--- config.mk ---
export PLATFORM = sky130hd
export DESIGN_NAME = ppu_id_ex_stage_flat
export DESIGN_NICKNAME = d
export VERILOG_FILES = /design/src/rtl/ppu_id_ex_stage_if.sv /design/src/rtl/ppu_id_ex_stage.sv /design/src/flat_wrapper.sv
export SDC_FILE = /design/constraint.sdc
export NUM_CORES = 1
export LEC_CHECK = 0
export BUFFER_PORTS_ARGS = -buffer_cell sky130_fd_sc_hd__buf_4
export CAP_MARGIN = 15
export CORE_MARGIN = 10
export CORE_UTILIZATION = 46
export CTS_CLUSTER_DIAMETER = 200
export DETAILED_ROUTE_END_ITERATION = 10
export HOLD_SLACK_MARGIN = 0.15
export PLACE_DENSITY = 0.79
export SYNTH_ARGS = -nofsm -noshare
export SYNTH_HDL_FRONTEND = slang
export SYNTH_SLANG_ARGS = --single-unit
--- constraint.sdc ---
create_clock -name clk -period 2.5 [get_ports clk]
set_clock_uncertainty 0.2 [all_clocks]
set_input_delay 0.5 -clock clk [delete_from_list [all_inputs] [get_ports clk]]
set_output_delay 0.5 -clock clk [all_outputs]
set_load 0.1 [all_outputs]
--- src/rtl/ppu_id_ex_stage_if.sv ---
// ID/EX boundary signal bundle.
// master drives the ID side, slave is the stage.
interface ppu_id_ex_stage_if #(
  parameter int CTRL_W = 22,
  parameter int CNT_W  = 16
);
  logic              id_valid;
  logic [CTRL_W-1:0] id_ctrl;
  logic [4:0]        id_rs;
  logic [4:0]        id_rt;
  logic              id_uses_rs;
  logic              id_uses_rt;
  logic [4:0]        id_dest;
  logic              id_is_load;
  logic              ex_branch_taken;
  logic              ex_valid;
  logic [CTRL_W-1:0] ex_ctrl;
  logic [4:0]        ex_dest;
  logic              ex_is_load;
  logic              stall;
  logic              flush_ifid;
  logic [CNT_W-1:0]  bubble_count;

  modport master (
    output id_valid, id_ctrl, id_rs, id_rt,
    output id_uses_rs, id_uses_rt, id_dest,
    output id_is_load, ex_branch_taken,
    input  ex_valid, ex_ctrl, ex_dest,
    input  ex_is_load, stall, flush_ifid,
    input  bubble_count
  );

  modport slave (
    input  id_valid, id_ctrl, id_rs, id_rt,
    input  id_uses_rs, id_uses_rt, id_dest,
    input  id_is_load, ex_branch_taken,
    output ex_valid, ex_ctrl, ex_dest,
    output ex_is_load, stall, flush_ifid,
    output bubble_count
  );
endinterface

--- src/rtl/ppu_id_ex_stage.sv ---
// ID/EX pipeline register with load-use stall,
// branch squash and bubble counter.
module ppu_id_ex_stage #(
  parameter int CTRL_W      = 22,
  parameter int LOAD_LAT    = 1,
  parameter int DELAY_SLOTS = 1,
  parameter int CNT_W       = 16
) (
  input logic              clk,
  input logic              reset,
  ppu_id_ex_stage_if.slave bus
);

  typedef enum logic {RUN, STALL} state_e;

  localparam logic [1:0] LAT_M1 = 2'(LOAD_LAT - 1);

  state_e            state_q, state_d;
  logic [1:0]        cnt_q, cnt_d;
  logic              ex_valid_q, ex_valid_d;
  logic [CTRL_W-1:0] ex_ctrl_q, ex_ctrl_d;
  logic [4:0]        ex_dest_q, ex_dest_d;
  logic              ex_is_load_q, ex_is_load_d;
  logic [CNT_W-1:0]  bcnt_q, bcnt_d;

  logic squash;
  logic hazard;
  logic rs_hit;
  logic rt_hit;
  logic advance;
  logic bubble_en;
  logic stall;

  // Squash and load-use hazard detection.
  always_comb begin
    squash = bus.ex_branch_taken
           && (DELAY_SLOTS == 0);
    rs_hit = bus.id_uses_rs
           && (bus.id_rs == ex_dest_q);
    rt_hit = bus.id_uses_rt
           && (bus.id_rt == ex_dest_q);
    hazard = (state_q == RUN)
           && bus.id_valid
           && ex_valid_q
           && ex_is_load_q
           && (ex_dest_q != 5'd0)
           && (rs_hit || rt_hit);
  end

  // Next state, stall and bubble control.
  always_comb begin
    state_d   = state_q;
    cnt_d     = cnt_q;
    stall     = 1'b0;
    advance   = 1'b0;
    bubble_en = 1'b0;
    if (squash) begin
      state_d = RUN;
      cnt_d   = 2'd0;
    end else begin
      unique case (state_q)
        RUN: begin
          if (hazard) begin
            stall     = 1'b1;
            bubble_en = 1'b1;
            if (LOAD_LAT > 1) begin
              state_d = STALL;
              cnt_d   = LAT_M1;
            end
          end else begin
            advance = 1'b1;
          end
        end
        STALL: begin
          stall     = 1'b1;
          bubble_en = 1'b1;
          cnt_d     = cnt_q - 2'd1;
          if (cnt_q == 2'd1) begin
            state_d = RUN;
          end
        end
        default: begin
          state_d = RUN;
          cnt_d   = 2'd0;
        end
      endcase
    end
  end

  // EX payload: copy ID on advance, else bubble.
  always_comb begin
    ex_valid_d   = 1'b0;
    ex_ctrl_d    = '0;
    ex_dest_d    = 5'd0;
    ex_is_load_d = 1'b0;
    if (advance && bus.id_valid) begin
      ex_valid_d   = 1'b1;
      ex_ctrl_d    = bus.id_ctrl;
      ex_dest_d    = bus.id_dest;
      ex_is_load_d = bus.id_is_load;
    end
  end

  // Saturating hazard bubble counter.
  always_comb begin
    bcnt_d = bcnt_q;
    if (bubble_en && !(&bcnt_q)) begin
      bcnt_d = bcnt_q + 1'b1;
    end
  end

  // State and pipeline registers.
  always_ff @(posedge clk or posedge reset) begin
    if (reset) begin
      state_q      <= RUN;
      cnt_q        <= 2'd0;
      ex_valid_q   <= 1'b0;
      ex_ctrl_q    <= '0;
      ex_dest_q    <= 5'd0;
      ex_is_load_q <= 1'b0;
      bcnt_q       <= '0;
    end else begin
      state_q      <= state_d;
      cnt_q        <= cnt_d;
      ex_valid_q   <= ex_valid_d;
      ex_ctrl_q    <= ex_ctrl_d;
      ex_dest_q    <= ex_dest_d;
      ex_is_load_q <= ex_is_load_d;
      bcnt_q       <= bcnt_d;
    end
  end

  assign bus.ex_valid     = ex_valid_q;
  assign bus.ex_ctrl      = ex_ctrl_q;
  assign bus.ex_dest      = ex_dest_q;
  assign bus.ex_is_load   = ex_is_load_q;
  assign bus.stall        = stall;
  assign bus.flush_ifid   = squash;
  assign bus.bubble_count = bcnt_q;

endmodule

--- src/flat_wrapper.sv ---
// flat-port wrapper written by rule: the top's interface ports become plain ports
module ppu_id_ex_stage_flat 
#(
  parameter int CTRL_W      = 22,
  parameter int LOAD_LAT    = 1,
  parameter int DELAY_SLOTS = 1,
  parameter int CNT_W       = 16
)
  (clk, reset, bus_id_valid, bus_id_ctrl, bus_id_rs, bus_id_rt, bus_id_uses_rs, bus_id_uses_rt, bus_id_dest, bus_id_is_load, bus_ex_branch_taken, bus_ex_valid, bus_ex_ctrl, bus_ex_dest, bus_ex_is_load, bus_stall, bus_flush_ifid, bus_bubble_count);
  ppu_id_ex_stage_if #(.CTRL_W(CTRL_W), .CNT_W(CNT_W)) bus_i ();
  input logic clk;
  input logic reset;
  input wire logic [$bits(bus_i.id_valid)-1:0] bus_id_valid;
  input wire logic [$bits(bus_i.id_ctrl)-1:0] bus_id_ctrl;
  input wire logic [$bits(bus_i.id_rs)-1:0] bus_id_rs;
  input wire logic [$bits(bus_i.id_rt)-1:0] bus_id_rt;
  input wire logic [$bits(bus_i.id_uses_rs)-1:0] bus_id_uses_rs;
  input wire logic [$bits(bus_i.id_uses_rt)-1:0] bus_id_uses_rt;
  input wire logic [$bits(bus_i.id_dest)-1:0] bus_id_dest;
  input wire logic [$bits(bus_i.id_is_load)-1:0] bus_id_is_load;
  input wire logic [$bits(bus_i.ex_branch_taken)-1:0] bus_ex_branch_taken;
  output wire logic [$bits(bus_i.ex_valid)-1:0] bus_ex_valid;
  output wire logic [$bits(bus_i.ex_ctrl)-1:0] bus_ex_ctrl;
  output wire logic [$bits(bus_i.ex_dest)-1:0] bus_ex_dest;
  output wire logic [$bits(bus_i.ex_is_load)-1:0] bus_ex_is_load;
  output wire logic [$bits(bus_i.stall)-1:0] bus_stall;
  output wire logic [$bits(bus_i.flush_ifid)-1:0] bus_flush_ifid;
  output wire logic [$bits(bus_i.bubble_count)-1:0] bus_bubble_count;
  assign bus_i.id_valid = bus_id_valid;
  assign bus_i.id_ctrl = bus_id_ctrl;
  assign bus_i.id_rs = bus_id_rs;
  assign bus_i.id_rt = bus_id_rt;
  assign bus_i.id_uses_rs = bus_id_uses_rs;
  assign bus_i.id_uses_rt = bus_id_uses_rt;
  assign bus_i.id_dest = bus_id_dest;
  assign bus_i.id_is_load = bus_id_is_load;
  assign bus_i.ex_branch_taken = bus_ex_branch_taken;
  assign bus_ex_valid = bus_i.ex_valid;
  assign bus_ex_ctrl = bus_i.ex_ctrl;
  assign bus_ex_dest = bus_i.ex_dest;
  assign bus_ex_is_load = bus_i.ex_is_load;
  assign bus_stall = bus_i.stall;
  assign bus_flush_ifid = bus_i.flush_ifid;
  assign bus_bubble_count = bus_i.bubble_count;
  ppu_id_ex_stage #(.CTRL_W(CTRL_W), .LOAD_LAT(LOAD_LAT), .DELAY_SLOTS(DELAY_SLOTS), .CNT_W(CNT_W)) u_core (.clk(clk), .reset(reset), .bus(bus_i));
endmodule
==> results of run 1 <==
-- cell type report --
cell class	count	area (um^2)	share of cell area [%]
clock inverters	3	46.3	1.60
flip-flops and latches	48	1210	42.1
clock buffers	5	68.8	2.38
repair buffers	97	747	25.9
well taps	50	62.6	2.17
multi-input cells	99	728	25.2
inverters	5	18.8	0.650
-- through the flow --
stage	utilization [%]	std cells	hold slack (ns)
5_1_grt	70.6	307	0.187
4_1_cts	70.6	307	0.187
6_report	70.6	307	0.197
3_3_place_gp	67.1	298	0.267
2_1_floorplan	-	159	0.248
3_5_place_dp	67.1	298	0.269
-- sequential cells by signal, indices dropped and copies added, names as in the netlist --
name / flops
u_core.bus.ex_ctrl: 22
u_core.bus.bubble_count: 16
u_core.bus.ex_dest: 5
u_core.cnt_q: 2
u_core.bus.ex_is_load: 1
u_core.bus.ex_valid: 1
u_core.state_q: 1
-- worst max-delay path: stages (launching register included) --
cell and delay [ns]:
dfrtp_2 0.42, buf_6 0.12, xor2_1 0.14, nor4_1 0.25, a32oi_1 0.19, o21bai_4 0.21, buf_12 0.20
-- synth_stat cells, drive strengths merged (2+ instances only) --
cell type	n	area (um^2)
dfrtp	48	1200
and2	31	196
xnor2	14	123
xor2	10	87.6
nand4	9	56.3
and3	7	43.8
buf	6	43.8
nand3	6	30.0
inv	5	18.8
and4	3	26.3
a21oi	2	10.0
ha	2	25.0
nor4	2	12.5
-- final timing paths --
kind,start,to,depth (start not counted)
max,u_core.bus.ex_dest[1]$_DFF_PP0_,bus_stall,6
min,bus_id_ctrl[5],u_core.bus.ex_ctrl[5]$_DFF_PP0_,2
max reg2reg,u_core.bus.ex_dest[1]$_DFF_PP0_,u_core.bus.ex_ctrl[4]$_DFF_PP0_,6
min reg2reg,u_core.bus.bubble_count[7]$_DFFE_PP0P_,u_core.bus.bubble_count[7]$_DFFE_PP0P_,1
max in group asynchronous,reset,u_core.bus.ex_ctrl[8]$_DFF_PP0_,4
min in group asynchronous,reset,u_core.bus.ex_dest[3]$_DFF_PP0_,3
-- layer usage --
layer / GRT usage (%) / vias to the layer above
met5: 0 / -
met4: 5.84 / 0
met3: 6.15 / 6
met2: 24.7 / 43
met1: 13.6 / 720
li1: - / 723
-- what timing repair did --
action                     in CTS  in global routing
setup endpoints to repair      29                  1
pin swaps                       5                  0
resized for setup               5                  0
hold endpoints to repair       30                  0
hold buffers                    1                  0
-- power groups by stage --
stage	sequential (mW)	clock, mW	combinational, mW
after floorplan	1.03	0	0.0594
after global placement	0.831	0	0.364
after detailed placement	0.832	0	0.367
after CTS	0.817	0.583	0.371
after global routing	0.821	0.615	0.384
final	0.817	0.566	0.367
-- logic make-up (layout without fill, tap and decap cells) --
family / after synthesis / count (layout) / share of synthesized area (%)
other: 1 / 1 / 0.188
adder cells (fa/ha/maj): 2 / 2 / 1.26
multiplexers: 1 / 1 / 0.754
AND/OR/NAND/NOR: 63 / 63 / 19.9
XOR/XNOR: 24 / 24 / 10.6
flip-flops: 48 / 48 / 60.3
AO/OA/AOI/OAI: 8 / 8 / 3.65
buffers and inverters: 12 / 110 / 3.33
==> reports/metrics.yaml, run 1 <==
status: "finished, violations left"
violations: "setup timing"
antenna_found_initial: 0
grt_pass1_vias: 1650
setup_violations: 1
dr.pass1.iters: 4
final_layout_size_suffix_gt1_share_pct: 47.1
design.core.area_um2: 4090
pre_cts_slack_ns: -0.0359
syn_nets: 205
overflow: 0
portBuffers: 88
leakagePower_nw: 1.48
route.detailed.drc: 0
num_rows: 23
ys.flop_type: "dfrtp_1"
first_iter_violations: 82
worstPathRequired_ns: 1.80
grt_setup_unrepaired: "yes"
totalNegativeSetupSlack_ns: -0.0260
design_area_um2: 2890
power_switching_uw: 543
clock_latency_ns: 0.30
synth.avg_cell_area_um2: 12.5
setup_slack_ns: -0.0260
wl_met3_um: 444
highest_layer: "met4"
wl_per_cell_um: 16.0
num_vias: 1492
wl_met2_mm: 2.69
netlist_area_um2: 1990
htree_levels: 2
wl_met1_mm: 1.70
worst-path-max-fanout: 3
hold_viol_final: 0
cp.arrival_ns: 1.83
hpwlAfterDp_mm: 3.91
worst_slew_pin_slew_ns: 0.627
routed_wl_mm: 4.91
start_util_pct: 48.7
clockPowerShare_pct: 32.3
post_cts_buffers: 0
crit_path_end_kind: "output port"
nNetsFinal: 302
area_growth_pct: 45.0
die_y_um: 85.8
root_buffer: "clkbuf_8"
drv_slew: 0
comb_power_share_pct: 21.0
synthCells: 159
n_antenna_cell: 0
io_pins: 91
slew_headroom_pct: 58.1
ff2ff_setup_slack_ns: 0.20
power_mw: 1.75
final.period_utilization_pct: 101
p_seq_share_pct: 46.7
synth_cell_types: 31
drt-vias-per-instance: 4.86
hold_path_class: "in -> reg"
fillers: 333
layout_commonest_cell: "buf_4"
p_per_area_nw_per_um2: 606
grt.total_usage_pct: 13.9
ys_ff_latch: 48
yosysSeqAreaShare_pct: 60.3
cts_tree: "built"
cts_sinks: 48
start_kind: "flip-flop"
synth_edf_count: 0
p_sw_share_pct: 31.0
grt_pass1_wl_mm: 8.13
cap_violations: 0
synth_warnings: 0
die_w_um: 85.8
gp_congestion: 0.760
fmax_mhz: 396
most-common-layout-cells: "94 x buf_4, 37 x dfrtp_1, 29 x and2_1"
cts.path.max_buffers: 2
die_area_um2: 7360
grt_max_degree: 32
cts_buffers: 5
path_clk_slew_ns: 0.09
dpl-instance-area_um2: 2740
crit_type: "reg -> out"
intPower_mw: 1.21
finalCriticalPeriod_ns: 2.53
ir_worst_vdd_mv: 0.486
drtAntennaViolNets: 0
synthArstFlopShare_pct: 100
No activity file was read; power rests on OpenSTA's default activity.
==> inputs of run 2 (changes only) <==
--- a/config.mk
+++ b/config.mk
@@ -13,6 +13,7 @@
 export DETAILED_ROUTE_END_ITERATION = 10
 export HOLD_SLACK_MARGIN = 0.15
 export PLACE_DENSITY = 0.79
+export RECOVER_POWER = 100
 export SYNTH_ARGS = -nofsm -noshare
 export SYNTH_HDL_FRONTEND = slang
 export SYNTH_SLANG_ARGS = --single-unit
==> run 2 against run 1 <==
  * The flow still finishes with violations (setup timing)
  * Clock power barely moved
  * Total power down 0.88%
  * Via count down 0.80%
  * First-iteration DRC count decreased by 4.9%
  * Global-route usage stayed put
  * Sequential power about the same
  * Cell count unchanged
  * Maximum frequency down 2.0%
  * Register-to-register slack worse by 0.09 ns
  * Die area did not move
  * Critical path depth decreased by 2
  * Sequential share of layout area increased by 2.0 points
  * Critical path type unchanged
==> reports/metrics.yaml, run 2 (same netlist as run 1, synthesis figures left out) <==
fmax_mhz: 388  # was 396 MHz
cp.arrival_ns: 1.88  # was 1.83 ns
hold-worst-slack_ns: 0.197  # about the same
hold_viol_final: 0  # unchanged
start_util_pct: 48.7  # unchanged
slowest_delay_ns: 0.54  # was 0.42 ns
first_iter_violations: 78  # was 82
worst-path-max-fanout: 3  # unchanged
clock_latency_ns: 0.30  # about the same
grt_max_degree: 32  # unchanged
fillers: 368  # was 333
crit_type: "reg -> out"  # unchanged
n_antenna_cell: 0  # unchanged
dr.pass1.iters: 4  # unchanged
violations: "setup timing"  # unchanged
drv_slew: 0  # unchanged
start_kind: "flip-flop"  # unchanged
crit_chain: "or4_1, o2111ai_1, o21bai_4, buf_12"  # was buf_6, xor2_1, nor4_1, a32oi_1, o21bai_4, buf_12
gp_congestion: 0.760  # unchanged
crit_path_end_kind: "output port"  # unchanged
most-common-layout-cells: "47 x buf_4, 43 x clkbuf_2, 37 x dfrtp_1"  # was 94 x buf_4, 37 x dfrtp_1, 29 x and2_1
io_pins: 91  # unchanged
worst_slew_pin_slew_ns: 1.17  # was 0.627 ns
nNetsFinal: 302  # unchanged
routed_wl_mm: 4.93  # was 4.91 mm
leakagePower_nw: 1.44  # was 1.48 nW
setup_slack_ns: -0.0778  # was -0.0260 ns
hpwlAfterDp_mm: 3.91  # unchanged
slew_headroom_pct: 22.4  # was 58.1%
path_clk_slew_ns: 0.09  # about the same
largest_register_ffs: 22  # unchanged
root_buffer: "clkbuf_8"  # unchanged
overflow: 0  # unchanged
design.core.area_um2: 4090  # unchanged
final_layout_size_suffix_gt1_share_pct: 45.1  # was 47.1%
cts.path.max_buffers: 2  # unchanged
post_cts_buffers: 0  # unchanged
die_y_um: 85.8  # unchanged
cts_buffers: 5  # unchanged
portBuffers: 88  # unchanged
wl_per_cell_um: 16.1  # was 16.0 um
grt.total_usage_pct: 13.9  # unchanged
die_area_um2: 7360  # unchanged
layout_commonest_cell: "buf_4"  # unchanged
antenna_found_initial: 0  # unchanged
p_per_area_nw_per_um2: 629  # was 606 nW/um^2
ir_worst_vdd_mv: 0.467  # was 0.486 mV
worstPathRequired_ns: 1.80  # about the same
cts_tree: "built"  # unchanged
area_growth_pct: 38.5  # was 45.0%
slowest_stage: "or4_1"  # was dfrtp_2
hold_path_class: "in -> reg"  # unchanged
route.detailed.drc: 0  # unchanged
drt-vias-per-instance: 4.82  # was 4.86
grt_pass1_vias: 1650  # unchanged
die_w_um: 85.8  # unchanged
num_vias: 1480  # was 1492
power_mw: 1.73  # was 1.75 mW
setup_violations: 1  # unchanged
htree_levels: 2  # unchanged
cts_sinks: 48  # unchanged
num_rows: 23  # unchanged
grt_pass1_wl_mm: 8.13  # unchanged
final.period_utilization_pct: 103  # was 101%
drtAntennaViolNets: 0  # unchanged
status: "finished, violations left"  # unchanged
finalCriticalPeriod_ns: 2.58  # was 2.53 ns
cap_violations: 0  # unchanged
grt_setup_unrepaired: "yes"  # unchanged
-- run 2: final timing paths --
| path | depth (start not counted) | endpoint | slack [ns] | start |
|---|---|---|---|---|
| worst max register to register | 6 | u_core.bus.ex_ctrl[19]$_DFF_PP0_ | 0.11 | u_core.bus.ex_dest[1]$_DFF_PP0_ |
| worst max-delay path | 4 | bus_stall | -0.08 | u_core.bus.ex_dest[1]$_DFF_PP0_ |
| max in group asynchronous | 4 | u_core.bus.ex_ctrl[1]$_DFF_PP0_ | 0.27 | reset |
| worst min-delay path | 2 | u_core.bus.ex_is_load$_DFF_PP0_ | 0.20 | bus_id_is_load |
| min in group asynchronous | 3 | u_core.bus.ex_dest[3]$_DFF_PP0_ | 0.83 | reset |
| worst min register to register | 1 | u_core.bus.bubble_count[7]$_DFFE_PP0P_ | 0.28 | u_core.bus.bubble_count[7]$_DFFE_PP0P_ |
-- run 2: critical path: cells and delay by family (launching register included) --
family | cells | cell delay, ns
buffers and inverters | 1 | 0.18
and+or+nand+nor | 1 | 0.54
AOI/OAI and AO/OA | 2 | 0.43
DFF | 1 | 0.42
-- run 2: layout make-up --
type,instances,area [um^2],area share (%)
timing repair buffer,97,629,22.8
tap,50,62.6,2.27
sequential,48,1210,44.1
inverter,5,18.8,0.681
clock buffer,5,68.8,2.50
clock inverter,3,46.3,1.68
multi-input combinational,99,716,26.0
-- run 2: report_power, final --
group          internal, mW  switching [mW]  leakage (nW)
combinational        0.0850           0.263         0.764
sequential            0.803          0.0135         0.621
clock                 0.301           0.268        0.0548
-- run 2: per-stage QoR --
step                      instance area [um^2]  utilization [%]   TNS [ns]  std cells  worst slack, ns
after floorplan                           2010                -  -0.000100        159        -0.000100
after global routing                      2760             67.5      -1.25        307           -0.159
after global placement                    2740             67.1     -0.513        298          -0.0280
after CTS                                 2890             70.6    -0.0418        307          -0.0418
after detailed placement                  2740             67.1     -0.558        298          -0.0359
final                                     2760             67.5    -0.0778        307          -0.0778
-- run 2: metal layers --
layer	vias to the layer above	routed length, um	GRT usage, %
met2	41	2690	24.7
met5	-	0	0
li1	723	-	-
met1	710	1730	13.6
met3	6	434	6.15
met4	0	68	5.84
-- run 2: what timing repair did --
item	4_1_cts	5_1_grt
endpoints found under the hold margin	30	0
gates resized for setup	5	0
hold buffers	1	0
setup endpoints to repair	29	1
pin swaps	5	0
